$ cat config.mk
export PLATFORM = sky130hd
export DESIGN_NAME = lacc_mem_bridge
export DESIGN_NICKNAME = d
export VERILOG_FILES = /design/src/rtl/lacc_mem_bridge.sv
export SDC_FILE = /design/constraint.sdc
export NUM_CORES = 1
export LEC_CHECK = 0
export CORE_UTILIZATION = 35
export CTS_CLUSTER_SIZE = 28
export DETAILED_ROUTE_END_ITERATION = 6
export PLACE_DENSITY = 0.63
export SYNTH_ARGS = -nofsm -noshare
export SYNTH_HDL_FRONTEND = slang
export SYNTH_SLANG_ARGS = --single-unit
$ cat constraint.sdc
create_clock -name clk -period 3.65 [get_ports clk]
set_clock_uncertainty 0.15 [all_clocks]
set_input_delay 1.095 -clock clk [delete_from_list [all_inputs] [get_ports clk]]
set_output_delay 1.095 -clock clk [all_outputs]
set_load 0.1 [all_outputs]
$ cat src/rtl/lacc_mem_bridge.sv
`default_nettype none
// ============================================================================
//  Module      : lacc_mem_bridge
//  Description : Memory-side stage for the CNN accelerator data port. Queues
//                byte/half/word load-store commands, issues them in order to
//                an SRAM-style request/response bus, and returns lane-aligned
//                load data as a push-only response stream. Supports flush
//                (drop queued work, discard in-flight responses) and sticky
//                error flags.
//  Revision    : 1.0 - initial release
// ============================================================================
module lacc_mem_bridge #(
  parameter int REQ_DEPTH = 4,
  parameter int MAX_OUTST = 4
) (
  input  logic        clk,
  input  logic        rst,
  input  logic        lacc_flush,
  input  logic        lacc_data_valid,
  output logic        lacc_data_ready,
  input  logic [31:0] lacc_data_addr,
  input  logic        lacc_data_read,
  input  logic [31:0] lacc_data_wdata,
  input  logic [1:0]  lacc_data_size,
  output logic        lacc_drsp_valid,
  output logic [31:0] lacc_drsp_rdata,
  output logic        mem_req_valid,
  input  logic        mem_req_ready,
  output logic [31:0] mem_req_addr,
  output logic        mem_req_we,
  output logic [3:0]  mem_req_wstrb,
  output logic [31:0] mem_req_wdata,
  input  logic        mem_rsp_valid,
  input  logic [31:0] mem_rsp_rdata,
  output logic [1:0]  err,
  output logic        busy
);

  localparam int c_QAW = $clog2(REQ_DEPTH);
  localparam int c_QCW = $clog2(REQ_DEPTH + 1);
  localparam int c_TAW = (MAX_OUTST > 1) ? $clog2(MAX_OUTST) : 1;
  localparam int c_OW  = $clog2(MAX_OUTST + 1);

  localparam logic [c_QCW-1:0] c_Q_FULL = c_QCW'(REQ_DEPTH);
  localparam logic [c_OW-1:0]  c_O_MAX  = c_OW'(MAX_OUTST);
  localparam logic [c_TAW-1:0] c_T_LAST = c_TAW'(MAX_OUTST - 1);

  localparam logic [1:0] c_SZ_BYTE = 2'd0;
  localparam logic [1:0] c_SZ_HALF = 2'd1;
  localparam logic [1:0] c_SZ_WORD = 2'd2;

  // Command queue storage
  logic [31:0]      r_q_addr  [REQ_DEPTH];
  logic [31:0]      r_q_wdata [REQ_DEPTH];
  logic [1:0]       r_q_size  [REQ_DEPTH];
  logic             r_q_read  [REQ_DEPTH];
  logic [c_QAW-1:0] r_wr_ptr;
  logic [c_QAW-1:0] r_rd_ptr;
  logic [c_QCW-1:0] r_count;

  // Tag FIFO for issued requests: {read, addr[1:0], size}
  logic [4:0]       r_tag [MAX_OUTST];
  logic [c_TAW-1:0] r_tag_wp;
  logic [c_TAW-1:0] r_tag_rp;

  logic [c_OW-1:0]  r_outst;
  logic [c_OW-1:0]  r_discard;
  logic [c_OW-1:0]  w_outst_nxt;

  logic             r_drsp_valid;
  logic [31:0]      r_drsp_rdata;
  logic [1:0]       r_err;

  logic             w_full;
  logic             w_empty;
  logic             w_push;
  logic             w_issue;
  logic             w_rsp_take;
  logic             w_rsp_deliver;

  logic [31:0]      w_h_addr;
  logic [31:0]      w_h_wdata;
  logic [1:0]       w_h_size;
  logic             w_h_read;
  logic [1:0]       w_h_off;
  logic [3:0]       w_wstrb;
  logic [31:0]      w_wdata;

  logic [4:0]       w_tag;
  logic             w_tag_read;
  logic [1:0]       w_tag_off;
  logic [1:0]       w_tag_size;
  logic [31:0]      w_shifted;
  logic [31:0]      w_load_data;

  // Misaligned or illegal access: still issued, but flagged and strobe-less
  function automatic logic f_misaligned(input logic [1:0] size, input logic [1:0] off);
    return (size == 2'd3) ||
           ((size == c_SZ_HALF) && off[0]) ||
           ((size == c_SZ_WORD) && (off != 2'b00));
  endfunction

  // Tag FIFO pointer advance with explicit wrap (depth may be 1)
  function automatic logic [c_TAW-1:0] f_tag_inc(input logic [c_TAW-1:0] p);
    if (p == c_T_LAST) return '0;
    return p + 1'b1;
  endfunction

  assign w_full          = (r_count == c_Q_FULL);
  assign w_empty         = (r_count == '0);
  assign lacc_data_ready = !w_full && !lacc_flush;
  assign w_push          = lacc_data_valid && lacc_data_ready;

  assign mem_req_valid   = !w_empty && (r_outst < c_O_MAX);
  assign w_issue         = mem_req_valid && mem_req_ready;

  // Responses with nothing outstanding are strays: flagged, otherwise ignored
  assign w_rsp_take      = mem_rsp_valid && (r_outst != '0);

  assign w_h_addr        = r_q_addr[r_rd_ptr];
  assign w_h_wdata       = r_q_wdata[r_rd_ptr];
  assign w_h_size        = r_q_size[r_rd_ptr];
  assign w_h_read        = r_q_read[r_rd_ptr];
  assign w_h_off         = w_h_addr[1:0];

  assign w_tag           = r_tag[r_tag_rp];
  assign w_tag_read      = w_tag[4];
  assign w_tag_off       = w_tag[3:2];
  assign w_tag_size      = w_tag[1:0];

  assign w_rsp_deliver   = w_rsp_take && (r_discard == '0) && w_tag_read;

  // Queue storage write; contents need no reset, validity lives in r_count
  always_ff @(posedge clk) begin
    if (w_push) begin
      r_q_addr[r_wr_ptr]  <= lacc_data_addr;
      r_q_wdata[r_wr_ptr] <= lacc_data_wdata;
      r_q_size[r_wr_ptr]  <= lacc_data_size;
      r_q_read[r_wr_ptr]  <= lacc_data_read;
    end
  end

  // Queue pointers and occupancy; flush empties the queue at the edge
  always_ff @(posedge clk or posedge rst) begin
    if (rst) begin
      r_wr_ptr <= '0;
      r_rd_ptr <= '0;
      r_count  <= '0;
    end else if (lacc_flush) begin
      r_wr_ptr <= '0;
      r_rd_ptr <= '0;
      r_count  <= '0;
    end else begin
      if (w_push)  r_wr_ptr <= r_wr_ptr + 1'b1;
      if (w_issue) r_rd_ptr <= r_rd_ptr + 1'b1;
      case ({w_push, w_issue})
        2'b10:   r_count <= r_count + 1'b1;
        2'b01:   r_count <= r_count - 1'b1;
        default: r_count <= r_count;
      endcase
    end
  end

  // Tag storage write on every issued request
  always_ff @(posedge clk) begin
    if (w_issue) begin
      r_tag[r_tag_wp] <= {w_h_read, w_h_off, w_h_size};
    end
  end

  // Tag FIFO pointers; in-flight tags survive flush so responses stay paired
  always_ff @(posedge clk or posedge rst) begin
    if (rst) begin
      r_tag_wp <= '0;
      r_tag_rp <= '0;
    end else begin
      if (w_issue)    r_tag_wp <= f_tag_inc(r_tag_wp);
      if (w_rsp_take) r_tag_rp <= f_tag_inc(r_tag_rp);
    end
  end

  // Next outstanding count: issue and response in one cycle cancel out
  always_comb begin
    w_outst_nxt = r_outst;
    case ({w_issue, w_rsp_take})
      2'b10:   w_outst_nxt = r_outst + 1'b1;
      2'b01:   w_outst_nxt = r_outst - 1'b1;
      default: w_outst_nxt = r_outst;
    endcase
  end

  // Outstanding and discard counters. At flush every request still unanswered
  // after this edge (including one accepted in the flush cycle) is discarded.
  always_ff @(posedge clk or posedge rst) begin
    if (rst) begin
      r_outst   <= '0;
      r_discard <= '0;
    end else begin
      r_outst <= w_outst_nxt;
      if (lacc_flush) begin
        r_discard <= w_outst_nxt;
      end else if (w_rsp_take && (r_discard != '0)) begin
        r_discard <= r_discard - 1'b1;
      end
    end
  end

  // Store lane steering from the queue head
  always_comb begin
    w_wstrb = 4'h0;
    w_wdata = w_h_wdata;
    case (w_h_size)
      c_SZ_BYTE: begin
        w_wdata = {4{w_h_wdata[7:0]}};
        w_wstrb = 4'b0001 << w_h_off;
      end
      c_SZ_HALF: begin
        w_wdata = {2{w_h_wdata[15:0]}};
        if (!w_h_off[0]) w_wstrb = 4'b0011 << w_h_off;
      end
      c_SZ_WORD: begin
        if (w_h_off == 2'b00) w_wstrb = 4'hF;
      end
      default: w_wstrb = 4'h0;
    endcase
    if (w_h_read) w_wstrb = 4'h0;
  end

  assign mem_req_addr  = {w_h_addr[31:2], 2'b00};
  assign mem_req_we    = !w_h_read;
  assign mem_req_wstrb = w_wstrb;
  assign mem_req_wdata = w_wdata;

  // Load data alignment: shift the addressed lane down, then zero-extend
  always_comb begin
    w_shifted   = mem_rsp_rdata >> {w_tag_off, 3'b000};
    w_load_data = w_shifted;
    case (w_tag_size)
      c_SZ_BYTE: w_load_data = {24'h0, w_shifted[7:0]};
      c_SZ_HALF: w_load_data = {16'h0, w_shifted[15:0]};
      default:   w_load_data = w_shifted;
    endcase
  end

  // Registered load response; a flush cancels anything landing this cycle
  always_ff @(posedge clk or posedge rst) begin
    if (rst) begin
      r_drsp_valid <= 1'b0;
      r_drsp_rdata <= '0;
    end else begin
      r_drsp_valid <= w_rsp_deliver && !lacc_flush;
      if (w_rsp_deliver && !lacc_flush) begin
        r_drsp_rdata <= w_load_data;
      end
    end
  end

  // Sticky error flags, cleared only by reset
  always_ff @(posedge clk or posedge rst) begin
    if (rst) begin
      r_err <= 2'b00;
    end else begin
      if (w_push && f_misaligned(lacc_data_size, lacc_data_addr[1:0])) r_err[0] <= 1'b1;
      if (mem_rsp_valid && (r_outst == '0))                             r_err[1] <= 1'b1;
    end
  end

  assign lacc_drsp_valid = r_drsp_valid;
  assign lacc_drsp_rdata = r_drsp_rdata;
  assign err             = r_err;
  assign busy            = !w_empty || (r_outst != '0) || r_drsp_valid;

endmodule
`default_nettype wire
## Word level (Yosys, flattened, before mapping)

Memories as Yosys holds them, arrays and structs flattened.
Cells that the tools add are included.
W data, S select, Z words.

- Bits in registers: 52
- Bits in latches: 0
- Memory bits (writable): 288
- Bits in read-only memories: 0
- Input port bits: 105
- Logic and storage cells: 103
- Memories kept: 5

- Add/sub/neg operators: 9
- Multiply operators: 0
- Divide/modulo/power cells: 0
- $lt $le $gt $ge: 1
- Eq/ne operators: 13
- Shifts and indexed selects: 3
- Mux-type cells: 27
- Bitwise gates (word level): 0
- Reductions and logical operators: 34

Memory list:

| name | depth | bits a word | rd ports | clocked after Yosys merged registers in | write ports | RTL line | RTL |
|---|---|---|---|---|---|---|---|
| r_q_addr | 4 | 32 | 1 | 0 | 1 | 53 | `logic [31:0] r_q_addr [REQ_DEPTH];` |
| r_q_wdata | 4 | 32 | 1 | 0 | 1 | 54 | `logic [31:0] r_q_wdata [REQ_DEPTH];` |
| r_tag | 4 | 5 | 1 | 0 | 1 | 62 | `logic [4:0] r_tag [MAX_OUTST];` |
| r_q_size | 4 | 2 | 1 | 0 | 1 | 55 | `logic [1:0] r_q_size [REQ_DEPTH];` |
| r_q_read | 4 | 1 | 1 | 0 | 1 | 56 | `logic r_q_read [REQ_DEPTH];` |

Operator list:

| kind | number |
|---|---|
| $pmux W32 S2 | 2 |
| $shr A32 B5 Y32 | 1 |
| $mux W2 | 8 |
| $eq A2 B2 Y1 const B | 7 |
| $logic_and A1 B1 Y1 | 13 |
| $mux W4 | 3 |
| $pmux W3 S2 | 2 |
| $pmux W4 S3 | 1 |
| $eq A2 B1 Y1 const B | 5 |
| $logic_not A3 Y1 | 3 |
| $mux W3 | 3 |
| $reduce_bool A3 Y1 | 3 |
| $sub A3 B1 Y3 const B | 3 |
| $add A2 B1 Y2 const B | 4 |
| $mux W1 | 8 |
| $reduce_bool A2 Y1 | 4 |
| $add A3 B1 Y3 const B | 2 |
| $logic_not A2 Y1 | 3 |
| $logic_not A1 Y1 | 4 |
| $logic_or A1 B1 Y1 | 4 |
| $shl A1 B2 Y4 const A | 1 |
| $shl A2 B2 Y4 const A | 1 |
| $eq A3 B3 Y1 const B | 1 |
| $lt A3 B3 Y1 const B | 1 |

## Logic depth before layout (Yosys ltp)

- Word-level depth: 7
- Mapped depth: 12

## Least setup slack after synthesis

OpenSTA, ideal clock, no wires.

- Path kind: register to output
- Start: register r_rd_ptr[0]
- End: output port mem_req_wstrb[0]
- Data arrival time: 3.705 ns
- Data required time: 2.405 ns
- Slack: -1.300 ns
- Stages on the path, launching flop included: 6
- Path buffers: 2
- Cell sequence: dfrtp_1 > buf_4 > buf_4 > mux4_2 > or2_1 > a211oi_1

- Elaborated cells between the ends (all ways): 13
- Those cells by class: eq/ne (2); shift (2); mux (4); reduce/logical (2); memory (3)

RTL lines:

| what | RTL line | RTL |
|---|---|---|
| start: declaration | 58 | `logic [c_QAW-1:0] r_rd_ptr;` |
| start signal: assignment | 155 | `if (w_issue) r_rd_ptr <= r_rd_ptr + 1'b1;` |
| $mem_v2 Z4 W1 | -- |  |
| via w_h_read | 84 | `logic w_h_read;` |
| $mux W4 | 226 | `if (w_h_read) w_wstrb = 4'h0;` |
| end: declaration | 31 | `output logic [3:0] mem_req_wstrb,` |

The timed path passes the listed nets, and every way through them passes these cells.

## Worst setup path after layout

- Start: register r_rd_ptr[0]
- End: output port mem_req_wdata[14]

- Longest elaborated chain between the ends: 3
- Elaborated cells between the ends (all ways): 5
- Those cells by class: eq/ne (1); mux (1); reduce/logical (1); memory (2)

RTL lines:

| what | RTL line | RTL |
|---|---|---|
| $mem_v2 Z4 W2 | -- |  |
| $eq A2 B1 Y1 or $logic_not A2 Y1 (tied branches) | 212 | `case (w_h_size)` |
| $pmux W32 S2 (*) | 212 |  |
| end: declaration | 32 | `output logic [31:0] mem_req_wdata,` |

Every way passes the cells marked *; elsewhere a longest branch is shown, timed or not.

==> metrics <==
status finished, violations left; failing checks setup timing; Tot GR Track Use 16.0%; CTS tree yes; crit path max fanout 8; Worst setup EP type primary output; fmax 264 MHz; Least-Margin Pin Slew 677 ps; Syn Area/Cell 18.4 um2; async set-reset flop share out of synthesis 15.3%; I/O pins 212; final core occ 48.9%; arrival time worst endpoint 2540 ps; Most used DFF post-synth edfxtp_1; clk_lat worst skew 550 ps; total CTS buffers 38; DR pass1 iterations 4; area leader, netlist edfxtp_1; layout cell share with drive strength beyond 1 34.2%; CP Class flip-flop to primary output; most numerous cell in the Yosys netlist edfxtp_1; first-pass GRT wire length 48,700 um; finished layout cell area 0.0190 mm2; Gate Count Post-Synth 755; Sum Neg Setup Slack -2140 ps; Final Cycle Share 104%; placed cell areas 0.0171 mm2; pre-CTS setup slack 211 ps; Synth cell types 45; Post-synth top cells edfxtp_1, mux4_2, dfrtp_1; max cap viols 0; Reg clk slew, reported paths 60 ps; Post-synth EDFFs 288; cell row count 72; post-DR wirelength/cell 20.5 um; maximum VDD drop 539 uV; CTS max path bufs 3; sequential area share after synthesis 71.5%; endpoints failing setup 26; Leakage 6.88 nW; core box area 0.0389 mm2; Placer Congestion 0.784; H-tree depth 2; min Tclk post-route 3780 ps; gr ovfl total 0; Slew Limit Fails 0; CP Data Required Time 2400 ps; P&R area growth vs syn 36.8%; CTS Sinks 340; footprint of the multi-input gates 0.00365 mm2; Routed Antenna Nets 0; CTS root buf clkbuf_16; die height 201 um; final WL 31,800 um; Hold WC Path Type flip-flop to flip-flop; Port Buffer Count 209; slack of the critical path -134 ps; crit start category flip-flop; Iter 0 DRT Violations 416; Power Density 762 mW/mm2; Mapped Area 0.0139 mm2; Synth top area share 62.2%; Final HPWL DP 20,800 um; total number of vias 7,408; Hold Violations, Final 0; antenna violations before repair 4; number of synthesized register bits 340; top cells by area, synth edfxtp_1, mux4_2, dfrtp_1; drt drc 0; Synth Warn # 0; worst hold slack 312 ps; Reg area 0.00996 mm2; RSZ-0062 raised after global routing true; Die Wd 201 um; vias per cell 4.77; Rel. slew slack 54.5%; Starting Density 35.7%; vias in the first global route 7,900; fill count 3,248; full die area 0.0405 mm2; largest net degree at the start of global routing 53; Final Net Count 1,124
area by class of cell:
cell class	instances	area share (%)
sequential	340	52.3
multi-input combinational	333	19.2
timing repair buffer	277	17.9
clock buffer	46	5.27
tap	518	3.41
clock inverter	22	1.56
inverter	15	0.296
antenna	1	0.0132
worst max-delay path, stage by stage, from the launching register on:
cell,delay (ps)
dfrtp_4,490
mux4_2,580
buf_6,150
nor2_4,110
buf_12,160
mux2_4,320
buf_12,170
registers in the layout (all words and copies together) (netlist names):
signal and count:
r_wr_ptr 2, lacc_drsp_valid 1, r_count 3, r_discard 3, err 2, r_tag_wp 2
r_outst 3, r_tag 20, r_tag_rp 2, r_rd_ptr 2, r_q_read 4, r_q_addr 128
r_q_wdata 128, r_q_size 8, lacc_drsp_rdata 32
per-layer routing:
layer	vias to the layer above	track usage [%]	routed length, um
met5	-	0	43
met1	3701	20.5	13500
met4	6	5.22	694
li1	3418	-	-
met2	230	25.2	14800
met3	53	5.75	2700
power by group:
group | total (mW) | internal (mW) | switching, mW | leakage [nW]
logic | 5.68 | 1.92 | 3.76 | 2.96
clock network | 3.99 | 2.46 | 1.53 | 0.633
registers | 4.83 | 4.61 | 0.217 | 3.28
total | 14.5 | 9.00 | 5.51 | 6.88
worst paths after layout:
check	to	start	slack [ps]	depth (start not counted)
worst min register to register	err[1]	err[1]	310	1
min in group asynchronous	err[1]	rst	770	3
worst max register to register	r_discard[2]	r_count[0]	1030	12
worst min-delay path	err[1]	err[1]	310	1
worst max-delay path	mem_req_wdata[14]	r_rd_ptr[0]	-130	6
max in group asynchronous	r_rd_ptr[0]	rst	2320	3
logic make-up (layout without fill, tap and decap cells):
kind of cell | after synthesis | after routing | synth area share (%)
flops | 340 | 340 | 71.5
mux | 129 | 129 | 16.1
simple gates | 103 | 103 | 3.51
buf+inv | 83 | 360 | 3.75
compound gates | 77 | 77 | 3.17
fa+ha+maj | 14 | 14 | 1.37
xor+xnor | 8 | 8 | 0.504
other cells | 1 | 3 | 0.0270
cell usage in the layout, fill, tap and decap left out, types with 8 or more instances in the layout:
cell,n
o21ai_0,34
buf_6,16
edfxtp_1,288
mux2_4,18
a22o_1,8
nand2_1,51
inv_1,14
dfrtp_1,50
buf_4,78
nor2_1,19
clkbuf_16,39
mux2i_1,27
mux4_2,69
mux2_2,9
buf_12,75
clkdlybuf4s50_1,104
a21oi_1,9
ha_1,12
per-stage QoR:
| step | cells | total power, mW |
|---|---|---|
| 2_1_floorplan | 756 | 8.84 |
| 3_3_place_gp | 1449 | 10.3 |
| 3_5_place_dp | 1449 | 10.3 |
| 4_1_cts | 1545 | 14.6 |
| 5_1_grt | 1551 | 15.1 |
| 6_report | 1552 | 14.5 |
timing repair:
action                                  4_1_cts  5_1_grt
endpoints found under the setup margin       29       41
resized for setup                            47       21
pin swaps                                     5        8
buffers inserted                             26        9
gates cloned                                  2        0
hold buffers                                  0        0
(Power assumes the default switching activity.)
